[src/rtl/mshr_iss_q_if.sv]
// rtl/mshr_iss_q_if.sv - allocate/issue/lookup bundle between the D-cache MSHR and its issue queue
// Messages are 2-bit codes: 0 NONE, 1 GET_S, 2 GET_M, 3 PUT_M.
interface mshr_iss_q_if #(
    parameter int NUM    = 4,
    parameter int TAG_W  = 13,
    parameter int IDX_W  = 5,
    parameter int DATA_W = 64
);
    localparam int PTR_W = $clog2(NUM);
    localparam int CNT_W = $clog2(NUM + 1);

    logic              alloc_en_i;
    logic [TAG_W-1:0]  alloc_tag_i;
    logic [IDX_W-1:0]  alloc_idx_i;
    logic [DATA_W-1:0] alloc_data_i;
    logic [1:0]        alloc_message_i;
    logic              iss_ack_i;
    logic              iss_dty_i;
    logic              flush_i;

    logic              iss_en_o;
    logic              iss_st_en_o;
    logic              iss_evict_en_o;
    logic [TAG_W-1:0]  iss_tag_o;
    logic [IDX_W-1:0]  iss_idx_o;
    logic [DATA_W-1:0] iss_data_o;
    logic [1:0]        iss_message_o;
    logic [PTR_W-1:0]  iss_head_o;
    logic              hit_o;
    logic [DATA_W-1:0] hit_data_o;
    logic [1:0]        hit_message_o;
    logic              full_o;
    logic              empty_o;
    logic [CNT_W-1:0]  count_o;
    logic              ovf_o;

    modport master (
        output alloc_en_i, alloc_tag_i, alloc_idx_i, alloc_data_i, alloc_message_i,
        output iss_ack_i, iss_dty_i, flush_i,
        input  iss_en_o, iss_st_en_o, iss_evict_en_o, iss_tag_o, iss_idx_o, iss_data_o,
        input  iss_message_o, iss_head_o, hit_o, hit_data_o, hit_message_o,
        input  full_o, empty_o, count_o, ovf_o
    );

    modport slave (
        input  alloc_en_i, alloc_tag_i, alloc_idx_i, alloc_data_i, alloc_message_i,
        input  iss_ack_i, iss_dty_i, flush_i,
        output iss_en_o, iss_st_en_o, iss_evict_en_o, iss_tag_o, iss_idx_o, iss_data_o,
        output iss_message_o, iss_head_o, hit_o, hit_data_o, hit_message_o,
        output full_o, empty_o, count_o, ovf_o
    );
endinterface

[src/rtl/mshr_iss_q.sv]
// rtl/mshr_iss_q.sv - MSHR issue queue: FIFO of GET_S/GET_M/PUT_M with forwarding, store merge and flush
// Circular buffer; head issues to the memory bus, tail accepts new misses/evictions.
module mshr_iss_q #(
    parameter int NUM    = 4,
    parameter int TAG_W  = 13,
    parameter int IDX_W  = 5,
    parameter int DATA_W = 64,
    parameter int CNT_W  = $clog2(NUM + 1)
) (
    input  logic            clk,
    input  logic            rst,
    mshr_iss_q_if.slave     bus
);
    localparam int PTR_W = $clog2(NUM);
    localparam logic [1:0] MSG_NONE = 2'd0;
    localparam logic [1:0] GET_M    = 2'd2;
    localparam logic [1:0] PUT_M    = 2'd3;

    logic [NUM-1:0]    vld;
    logic [TAG_W-1:0]  tag_q  [NUM];
    logic [IDX_W-1:0]  idx_q  [NUM];
    logic [DATA_W-1:0] data_q [NUM];
    logic [1:0]        msg_q  [NUM];
    logic [PTR_W-1:0]  head;
    logic [PTR_W-1:0]  tail;
    logic              head_wrap;
    logic              tail_wrap;

    logic              full;
    logic              empty;
    logic [PTR_W:0]    cnt;
    logic              hit;
    logic [PTR_W-1:0]  hit_ptr;
    logic [DATA_W-1:0] hit_data;
    logic [1:0]        hit_msg;
    logic [PTR_W-1:0]  scan_ptr;
    logic              head_vld;
    logic              drop;
    logic              iss_en;
    logic              retire;
    logic              merge;
    logic              alloc_do;

    assign full  = (head == tail) && (head_wrap != tail_wrap);
    assign empty = (head == tail) && (head_wrap == tail_wrap);
    assign cnt   = {tail_wrap, tail} - {head_wrap, head};

    // Valid entries are contiguous from head, so scanning forward and keeping the last match yields the youngest.
    always_comb begin
        hit      = 1'b0;
        hit_ptr  = '0;
        hit_data = '0;
        hit_msg  = MSG_NONE;
        scan_ptr = '0;
        for (int k = 0; k < NUM; k++) begin
            scan_ptr = head + PTR_W'(k);
            if (vld[scan_ptr] && tag_q[scan_ptr] == bus.alloc_tag_i &&
                idx_q[scan_ptr] == bus.alloc_idx_i) begin
                hit      = 1'b1;
                hit_ptr  = scan_ptr;
                hit_data = data_q[scan_ptr];
                hit_msg  = msg_q[scan_ptr];
            end
        end
    end

    assign head_vld = vld[head];
    assign drop     = head_vld && (msg_q[head] == PUT_M) && !bus.iss_dty_i;
    assign iss_en   = head_vld && !drop;
    assign retire   = (iss_en && bus.iss_ack_i) || drop;
    // The head may already be on the bus, so stores never merge into it.
    assign merge    = bus.alloc_en_i && (bus.alloc_message_i == GET_M) && hit &&
                      (hit_msg == GET_M) && (hit_ptr != head);
    assign alloc_do = bus.alloc_en_i && !merge && !full;

    always_ff @(posedge clk or negedge rst) begin
        if (!rst) begin
            vld       <= '0;
            head      <= '0;
            tail      <= '0;
            head_wrap <= 1'b0;
            tail_wrap <= 1'b0;
            for (int i = 0; i < NUM; i++) begin
                tag_q[i]  <= '0;
                idx_q[i]  <= '0;
                data_q[i] <= '0;
                msg_q[i]  <= MSG_NONE;
            end
        end else if (bus.flush_i) begin
            vld       <= '0;
            head      <= '0;
            tail      <= '0;
            head_wrap <= 1'b0;
            tail_wrap <= 1'b0;
            for (int i = 0; i < NUM; i++) begin
                tag_q[i]  <= '0;
                idx_q[i]  <= '0;
                data_q[i] <= '0;
                msg_q[i]  <= MSG_NONE;
            end
        end else begin
            if (merge) begin
                data_q[hit_ptr] <= bus.alloc_data_i;
            end
            // Retire and allocate never touch the same slot: retire needs a non-empty queue, allocate a non-full one.
            if (retire) begin
                vld[head]    <= 1'b0;
                tag_q[head]  <= '0;
                idx_q[head]  <= '0;
                data_q[head] <= '0;
                msg_q[head]  <= MSG_NONE;
                head         <= head + 1'b1;
                if (head == PTR_W'(NUM - 1)) begin
                    head_wrap <= ~head_wrap;
                end
            end
            if (alloc_do) begin
                vld[tail]    <= 1'b1;
                tag_q[tail]  <= bus.alloc_tag_i;
                idx_q[tail]  <= bus.alloc_idx_i;
                data_q[tail] <= bus.alloc_data_i;
                msg_q[tail]  <= bus.alloc_message_i;
                tail         <= tail + 1'b1;
                if (tail == PTR_W'(NUM - 1)) begin
                    tail_wrap <= ~tail_wrap;
                end
            end
        end
    end

    assign bus.iss_en_o       = iss_en;
    assign bus.iss_st_en_o    = iss_en && (msg_q[head] == GET_M);
    assign bus.iss_evict_en_o = iss_en && (msg_q[head] == PUT_M);
    assign bus.iss_tag_o      = head_vld ? tag_q[head]  : '0;
    assign bus.iss_idx_o      = head_vld ? idx_q[head]  : '0;
    assign bus.iss_data_o     = head_vld ? data_q[head] : '0;
    assign bus.iss_message_o  = head_vld ? msg_q[head]  : MSG_NONE;
    assign bus.iss_head_o     = head;
    assign bus.hit_o          = hit;
    assign bus.hit_data_o     = hit_data;
    assign bus.hit_message_o  = hit_msg;
    assign bus.full_o         = full;
    assign bus.empty_o        = empty;
    assign bus.count_o        = CNT_W'(cnt);
    // A flush discards the request anyway, so it is not reported as an overflow.
    assign bus.ovf_o          = bus.alloc_en_i && !merge && full && !bus.flush_i;
endmodule
[src/flat_wrapper.sv]
// flat-port wrapper written by rule: the top's interface ports become plain ports
module mshr_iss_q_flat 
#(
    parameter int NUM    = 4,
    parameter int TAG_W  = 13,
    parameter int IDX_W  = 5,
    parameter int DATA_W = 64,
    parameter int CNT_W  = $clog2(NUM + 1)
)
  (clk, rst, bus_alloc_en_i, bus_alloc_tag_i, bus_alloc_idx_i, bus_alloc_data_i, bus_alloc_message_i, bus_iss_ack_i, bus_iss_dty_i, bus_flush_i, bus_iss_en_o, bus_iss_st_en_o, bus_iss_evict_en_o, bus_iss_tag_o, bus_iss_idx_o, bus_iss_data_o, bus_iss_message_o, bus_iss_head_o, bus_hit_o, bus_hit_data_o, bus_hit_message_o, bus_full_o, bus_empty_o, bus_count_o, bus_ovf_o);
  mshr_iss_q_if #(.NUM(NUM), .TAG_W(TAG_W), .IDX_W(IDX_W), .DATA_W(DATA_W)) bus_i ();
  input  logic clk;
  input  logic rst;
  input wire logic [$bits(bus_i.alloc_en_i)-1:0] bus_alloc_en_i;
  input wire logic [$bits(bus_i.alloc_tag_i)-1:0] bus_alloc_tag_i;
  input wire logic [$bits(bus_i.alloc_idx_i)-1:0] bus_alloc_idx_i;
  input wire logic [$bits(bus_i.alloc_data_i)-1:0] bus_alloc_data_i;
  input wire logic [$bits(bus_i.alloc_message_i)-1:0] bus_alloc_message_i;
  input wire logic [$bits(bus_i.iss_ack_i)-1:0] bus_iss_ack_i;
  input wire logic [$bits(bus_i.iss_dty_i)-1:0] bus_iss_dty_i;
  input wire logic [$bits(bus_i.flush_i)-1:0] bus_flush_i;
  output wire logic [$bits(bus_i.iss_en_o)-1:0] bus_iss_en_o;
  output wire logic [$bits(bus_i.iss_st_en_o)-1:0] bus_iss_st_en_o;
  output wire logic [$bits(bus_i.iss_evict_en_o)-1:0] bus_iss_evict_en_o;
  output wire logic [$bits(bus_i.iss_tag_o)-1:0] bus_iss_tag_o;
  output wire logic [$bits(bus_i.iss_idx_o)-1:0] bus_iss_idx_o;
  output wire logic [$bits(bus_i.iss_data_o)-1:0] bus_iss_data_o;
  output wire logic [$bits(bus_i.iss_message_o)-1:0] bus_iss_message_o;
  output wire logic [$bits(bus_i.iss_head_o)-1:0] bus_iss_head_o;
  output wire logic [$bits(bus_i.hit_o)-1:0] bus_hit_o;
  output wire logic [$bits(bus_i.hit_data_o)-1:0] bus_hit_data_o;
  output wire logic [$bits(bus_i.hit_message_o)-1:0] bus_hit_message_o;
  output wire logic [$bits(bus_i.full_o)-1:0] bus_full_o;
  output wire logic [$bits(bus_i.empty_o)-1:0] bus_empty_o;
  output wire logic [$bits(bus_i.count_o)-1:0] bus_count_o;
  output wire logic [$bits(bus_i.ovf_o)-1:0] bus_ovf_o;
  assign bus_i.alloc_en_i = bus_alloc_en_i;
  assign bus_i.alloc_tag_i = bus_alloc_tag_i;
  assign bus_i.alloc_idx_i = bus_alloc_idx_i;
  assign bus_i.alloc_data_i = bus_alloc_data_i;
  assign bus_i.alloc_message_i = bus_alloc_message_i;
  assign bus_i.iss_ack_i = bus_iss_ack_i;
  assign bus_i.iss_dty_i = bus_iss_dty_i;
  assign bus_i.flush_i = bus_flush_i;
  assign bus_iss_en_o = bus_i.iss_en_o;
  assign bus_iss_st_en_o = bus_i.iss_st_en_o;
  assign bus_iss_evict_en_o = bus_i.iss_evict_en_o;
  assign bus_iss_tag_o = bus_i.iss_tag_o;
  assign bus_iss_idx_o = bus_i.iss_idx_o;
  assign bus_iss_data_o = bus_i.iss_data_o;
  assign bus_iss_message_o = bus_i.iss_message_o;
  assign bus_iss_head_o = bus_i.iss_head_o;
  assign bus_hit_o = bus_i.hit_o;
  assign bus_hit_data_o = bus_i.hit_data_o;
  assign bus_hit_message_o = bus_i.hit_message_o;
  assign bus_full_o = bus_i.full_o;
  assign bus_empty_o = bus_i.empty_o;
  assign bus_count_o = bus_i.count_o;
  assign bus_ovf_o = bus_i.ovf_o;
  mshr_iss_q #(.NUM(NUM), .TAG_W(TAG_W), .IDX_W(IDX_W), .DATA_W(DATA_W), .CNT_W(CNT_W)) u_core (.clk(clk), .rst(rst), .bus(bus_i));
endmodule
[config.mk]
export PLATFORM = sky130hd
export DESIGN_NAME = mshr_iss_q_flat
export DESIGN_NICKNAME = d
export VERILOG_FILES = /design/src/rtl/mshr_iss_q_if.sv /design/src/rtl/mshr_iss_q.sv /design/src/flat_wrapper.sv
export SDC_FILE = /design/constraint.sdc
export NUM_CORES = 1
export LEC_CHECK = 0
export ABC_AREA = 1
export BUFFER_PORTS_ARGS = -buffer_cell sky130_fd_sc_hd__clkbuf_2
export CAP_MARGIN = 20
export CELL_PAD_IN_SITES_DETAIL_PLACEMENT = 0
export CELL_PAD_IN_SITES_GLOBAL_PLACEMENT = 1
export CORE_MARGIN = 2
export CORE_UTILIZATION = 46
export CTS_CLUSTER_SIZE = 40
export DETAILED_ROUTE_END_ITERATION = 16
export PLACE_DENSITY_LB_ADDON = 0.1
export SLEW_MARGIN = 10
export SYNTH_ARGS = -nofsm -noshare
export SYNTH_HDL_FRONTEND = slang
export SYNTH_SLANG_ARGS = --single-unit
[constraint.sdc]
create_clock -name clk -period 11.25 [get_ports clk]
set_input_delay 1.6875 -clock clk [delete_from_list [all_inputs] [get_ports clk]]
set_output_delay 1.6875 -clock clk [all_outputs]
set_load 0.01 [all_outputs]
Yosys cells after proc, flatten, opt, wreduce, memory -nomap -nowiden
Cells that the tools add are included.
Widths: inputs -> output; s select.
- bits in registers: 346
- bits of input ports: 90
- output and inout port bits: 162
- word-level logic and storage cells: 255
- $add $sub $neg: 5
- magnitude comparators: 16
- equality and inequality tests: 18
- muxes and demuxes: 135
- bitwise gates (word level): 19
- reduce and logical (&&, ||, !) cells: 41
- operators with widths (operator ; count):
    $mux 256 ; 6
    $mux 64 ; 16
    $bmux 64 s2 ; 4
    $bwmux 256 ; 2
    $demux 64 s2 ; 3
    $and 256x256->256 ; 1
    $not 256->256 ; 1
    $mux 52 ; 4
    $mux 13 ; 11
    $bmux 13 s2 ; 4
    $mux 20 ; 4
    $mux 5 ; 11
    $and 52x52->52 ; 1
    $bwmux 52 ; 1
    $demux 13 s2 ; 2
    $eq 13x13->1 ; 4
    $not 52->52 ; 1
    $mux 2 ; 23
    $bmux 5 s2 ; 4
    $mux 8 ; 4
    $logic_and 1x1->1 ; 29
    $and 20x20->20 ; 1
    $bwmux 20 ; 1
    $demux 5 s2 ; 2
    32 further kinds ; 94

Depth between registers and ports, before layout
- depth in word-level cells: 25
- depth in mapped cells: 33
- depth with buffers taken out: 24

Worst setup path before layout
Ideal clock, no wire load.
- kind: reg2out
- from: register u_core.head[1] (netlist: u_core.bus.iss_head_o[1])
- to: output bus_hit_data_o[12]
- arrival: 4288 ps
- required time: 9562 ps
- path slack: 5274 ps
- cell stages (with the launch flop): 25
- path buffers: 9
- cells stage by stage: dfrtp_1 -> buf_2 -> inv_2 -> clkbuf_1 -> clkbuf_1 -> clkbuf_1 -> clkbuf_1 -> clkbuf_1 -> ha_1 -> inv_2 -> clkbuf_1 -> nand3_1 -> nand3_1 -> nand2_1 -> nor2_1 -> nand2_1 -> nor2_1 -> nand3_1 -> inv_1 -> buf_4 -> clkbuf_1 -> a21oi_1 -> o21ai_0 -> o211ai_1 -> nand2_1
- cells in the longest elaborated chain, start to end: 11
- elaborated cells between the ends (all ways): 71
- classes of those cells: 3 x add/sub; 8 x eq/ne; 48 x mux; 4 x bitwise; 8 x reduce/logical
- RTL lines (what ; RTL line ; source):
    from (decl) ; mshr_iss_q.sv:24 ; logic [PTR_W-1:0] head;
    from (signal assigned) ; mshr_iss_q.sv:112 ; head <= head + 1'b1;
    $add 2x1->2 or $not 2->3 (tied branches) ; -- ;
    $not 2->3 (not written as such) or $bmux 13 s2 (tied branches) ; mshr_iss_q.sv:57, mshr_iss_q.sv:58, mshr_iss_q.sv:61 ;
    $bmux 13 s2 or $mux 13 (tied branches) ; mshr_iss_q.sv:57 ; if (vld[scan_ptr] && tag_q[scan_ptr] == bus.alloc_tag_i &&
    $mux 13 (not written as such) ; mshr_iss_q.sv:57 ;
    $mux 13 (not written as such) or $eq 13x13->1 (tied branches) ; mshr_iss_q.sv:57 ;
    $eq 13x13->1 or $logic_and 1x1->1 (tied branches) ; mshr_iss_q.sv:57 ;
    $logic_and 1x1->1 ; mshr_iss_q.sv:57 ;
    $logic_and 1x1->1 or $mux 64 (tied branches) ; mshr_iss_q.sv:57 ;
    $mux 64 (2 in a row) ; mshr_iss_q.sv:57 ;
    $mux 64 * ; mshr_iss_q.sv:57 ;
    to (decl) ; flat_wrapper.sv:31 ; output wire logic [$bits(bus_i.hit_data_o)-1:0] bus_hit_data_o;
Mark *: on every way between the ends. The rest lies on a longest branch, timed or not. The select of a mux whose other input is x is not followed.

Worst setup path after layout
- from: register u_core.head[0] (netlist: u_core.bus.iss_head_o[0])
- to: output bus_hit_data_o[62]
The elaborated chain is that of the path after synthesis.

==> flow_summary.yaml <==
final_layout:
  area_growth_pct: 8.905
  instances_no_fill: 5669
  layout.nets: 4948
  antenna_cells: 0
  drive_above_1_share: 0.08239
logic_synthesis:
  synth_area_mm2: 0.02840
  synth_top_area_cell: "dfrtp_1"
  yosysTopAreaCellShare: 0.3049
  synth_seq_cells: 346
  yosysMostFrequentCell: "nand2_1"
  synth_edf_count: 0
  synth_cells: 4881
  syn_area_per_cell_um2: 5.818
  ys_types: 35
  ys_seq_area_frac: 0.3049
  syn_nets: 4982
  yosysWarnings: 0
  synthFlopType: "dfrtp_1"
  synthArstFlopShare: 1.000
  netlist_top_cells_area: "dfrtp_1 30%, nand2_1 23%, o21ai_0 11%, nor2_1 8.0%, inv_1 5.8%"
  synth_common_cells: "1761 x nand2_1, 603 x nor2_1, 600 x o21ai_0"
pwr:
  leakagePower_nw: 16.77
  p_seq_frac: 0.328
  powerDensity_mw_per_mm2: 135.5
  switching_share: 0.3878
  internal_power_mw: 2.566
  p_clk_frac: 0.345
  power_switching_mw: 1.625
  comb_power_share: 0.327
  peakVddDrop_mv: 0.1105
worst_setup_path:
  crit_top_cell: "nand2_1"
  worstSetupPathType: "flip-flop to primary output"
  crit_family: "buffers and inverters"
  crit_chain: "inv_4 -> ha_4 -> inv_6 -> o211ai_1 -> nand2_1 -> nand2_1 -> nand2_1 -> nand2_1 -> nor2_1 -> nand3_1 -> inv_2 -> buf_4 -> nand2_1 -> inv_1 -> a32o_1 -> nand2_1 -> o211ai_1 -> clkbuf_2"
  arrival_ns: 6.82
  cp.required_ns: 9.56
  cp_slowest_cell: "inv_6"
  path_max_fanout: 100
  cp-start-kind: "flip-flop"
  critPathCaptureType: "primary output"
  crit_buf_inv: 6
  max_stage_delay_ns: 0.79
clock_network:
  clock_latency_ns: 0.60
  cts_hold_buf: 0
  cts_resized: 0
  cts_setup_buffers: 0
  htreeDepth: 2
  cts_tree: "built"
  clock-sinks: 346
  numCtsBuffers: 44
  clkTransAtPathRegs_ns: 0.06
  cts_buffer_depth: 3
  root_buffer: "clkbuf_16"
timing:
  rsz0062_at_grt: "no"
  period_needed_ns: 8.503
  worst_pin_slew_ns: 1.372
  finalClockSkew_ns: 0.03572
  hold_violations: 0
  hold_slack_ns: 0.4853
  max_freq_ghz: 0.1176
  period_share: 0.7558
  max-slew-margin-rel: 0.08503
  finalMaxSlewViolations: 0
  setup_viol: 0
  finalSetupTns_ns: 0
place:
  place_inst: 5589
  io_buffers: 251
  dp_hpwl_mm: 61.19
  place.gp.congestion: 0.9067
die:
  core_area_mm2: 0.06137
  dieArea_mm2: 0.06373
  initial_core_util: 0.4627
  pin_count: 252
  placementRows: 91
  fp.dieW_um: 252.5
  die_h_um: 252.5
drt:
  first_pass_iters: 6
  via_count: 30480
  wl_per_cell_um: 18.54
  drt_iter0_markers: 2587
  via_per_inst: 5.376
  wl_mm: 105.1
  drc: 0
  ant_nets: 0
global_routing:
  grt_max_degree: 298
  antenna_found_initial: 0
  overflow: 0
  grt_pass1_vias: 27880
  grt_pass1_wl_mm: 163.5
  grt_usage: 0.3261
run:
  max-cap-violations: 0
hold_path:
  min_path_type: "flip-flop to flip-flop"
run_status:
  outcome: "completed"
[logic make-up after synthesis]
group | synth area share
AND/OR/NAND/NOR | 0.3550
AO/OA/AOI/OAI | 0.1881
adder cells (fa/ha/maj) | 0.005111
flip-flops | 0.3049
XOR/XNOR | 0.006169
multiplexers | 0.02221
buffers and inverters | 0.1185
[sequential cells by signal, indices dropped and copies added (netlist names)]
name	count
u_core.data_q	256
u_core.bus.iss_head_o	2
u_core.msg_q	8
u_core.tail_wrap	1
u_core.vld	4
u_core.tail	2
u_core.head_wrap	1
u_core.idx_q	20
u_core.tag_q	52
[power groups by stage]
stage / registers (mW) / clock network (mW) / logic [mW]
final: 1.38 / 1.45 / 1.37
after global placement: 1.39 / 0 / 1.34
after floorplan: 1.37 / 0 / 0.999
after detailed placement: 1.40 / 0 / 1.35
after CTS: 1.37 / 1.47 / 1.35
after global routing: 1.38 / 1.52 / 1.54
[worst register-to-register path, delay by kind of cell, from the launching register on]
family,cells,cell delay (ns)
flops,1,0.71
fa+ha+maj,1,0.53
simple gates,16,2.81
buf+inv,5,3.48
compound gates,1,0.29
[path summary, 6_finish.rpt]
kind / depth (start not counted) / startpoint / slack, ns / to
min in group asynchronous: 1 / rst / 1.09 / u_core.idx_q[10]$_DFF_PN0_
worst max register to register: 23 / u_core.bus.iss_head_o[0]$_DFFE_PN0P_ / 3.31 / u_core.data_q[229]$_DFF_PN0_
max in group asynchronous: 4 / rst / 8.25 / u_core.data_q[92]$_DFF_PN0_
worst max-delay path: 18 / u_core.bus.iss_head_o[0]$_DFFE_PN0P_ / 2.75 / bus_hit_data_o[62]
worst min-delay path: 1 / u_core.head_wrap$_DFFE_PN0P_ / 0.49 / u_core.head_wrap$_DFFE_PN0P_
worst min register to register: 1 / u_core.head_wrap$_DFFE_PN0P_ / 0.49 / u_core.head_wrap$_DFFE_PN0P_
[cell usage in the layout, fill, tap and decap left out, drive strengths merged, types with 63 or more instances in the layout]
cell | synthesis | routed
nand2 | 1766 | 1766
o21ai | 632 | 632
nor2 | 606 | 606
inv | 450 | 451
dfrtp | 346 | 346
a21oi | 327 | 327
clkbuf | 235 | 313
nand3 | 193 | 193
o211ai | 71 | 71
mux2i | 63 | 63
[routing by layer]
| metal | vias to the layer above | track usage | wire length [um] |
|---|---|---|---|
| li1 | 15240 | - | - |
| met1 | 14020 | 0.4500 | 46700 |
| met2 | 1036 | 0.5314 | 48460 |
| met3 | 182 | 0.03296 | 6507 |
| met4 | 0 | 0.1158 | 3419 |
| met5 | - | 0 | 0 |
[metrics by stage]
| stage | total power [mW] | area, um2 | util | worst slack (ns) |
|---|---|---|---|---|
| final | 4.191 | 30920 | 0.5039 | 2.747 |
| after global routing | 4.442 | 30920 | 0.5039 | 2.471 |
| after CTS | 4.196 | 30870 | 0.5029 | 2.969 |
| after detailed placement | 2.747 | 29440 | 0.4797 | 3.575 |
| after global placement | 2.736 | 29440 | 0.4797 | 3.663 |
| after floorplan | 2.372 | 28400 | - | 5.274 |
[layout make-up]
class	count	area, um2
clock buffers	64	1297
fillers	6606	30450
flip-flops and latches	346	8663
repair buffers	296	1685
well taps	790	988.4
clock inverters	14	131.4
multi-input cells	3709	16440
inverters	450	1714
Power figures use the tool's default switching activity.
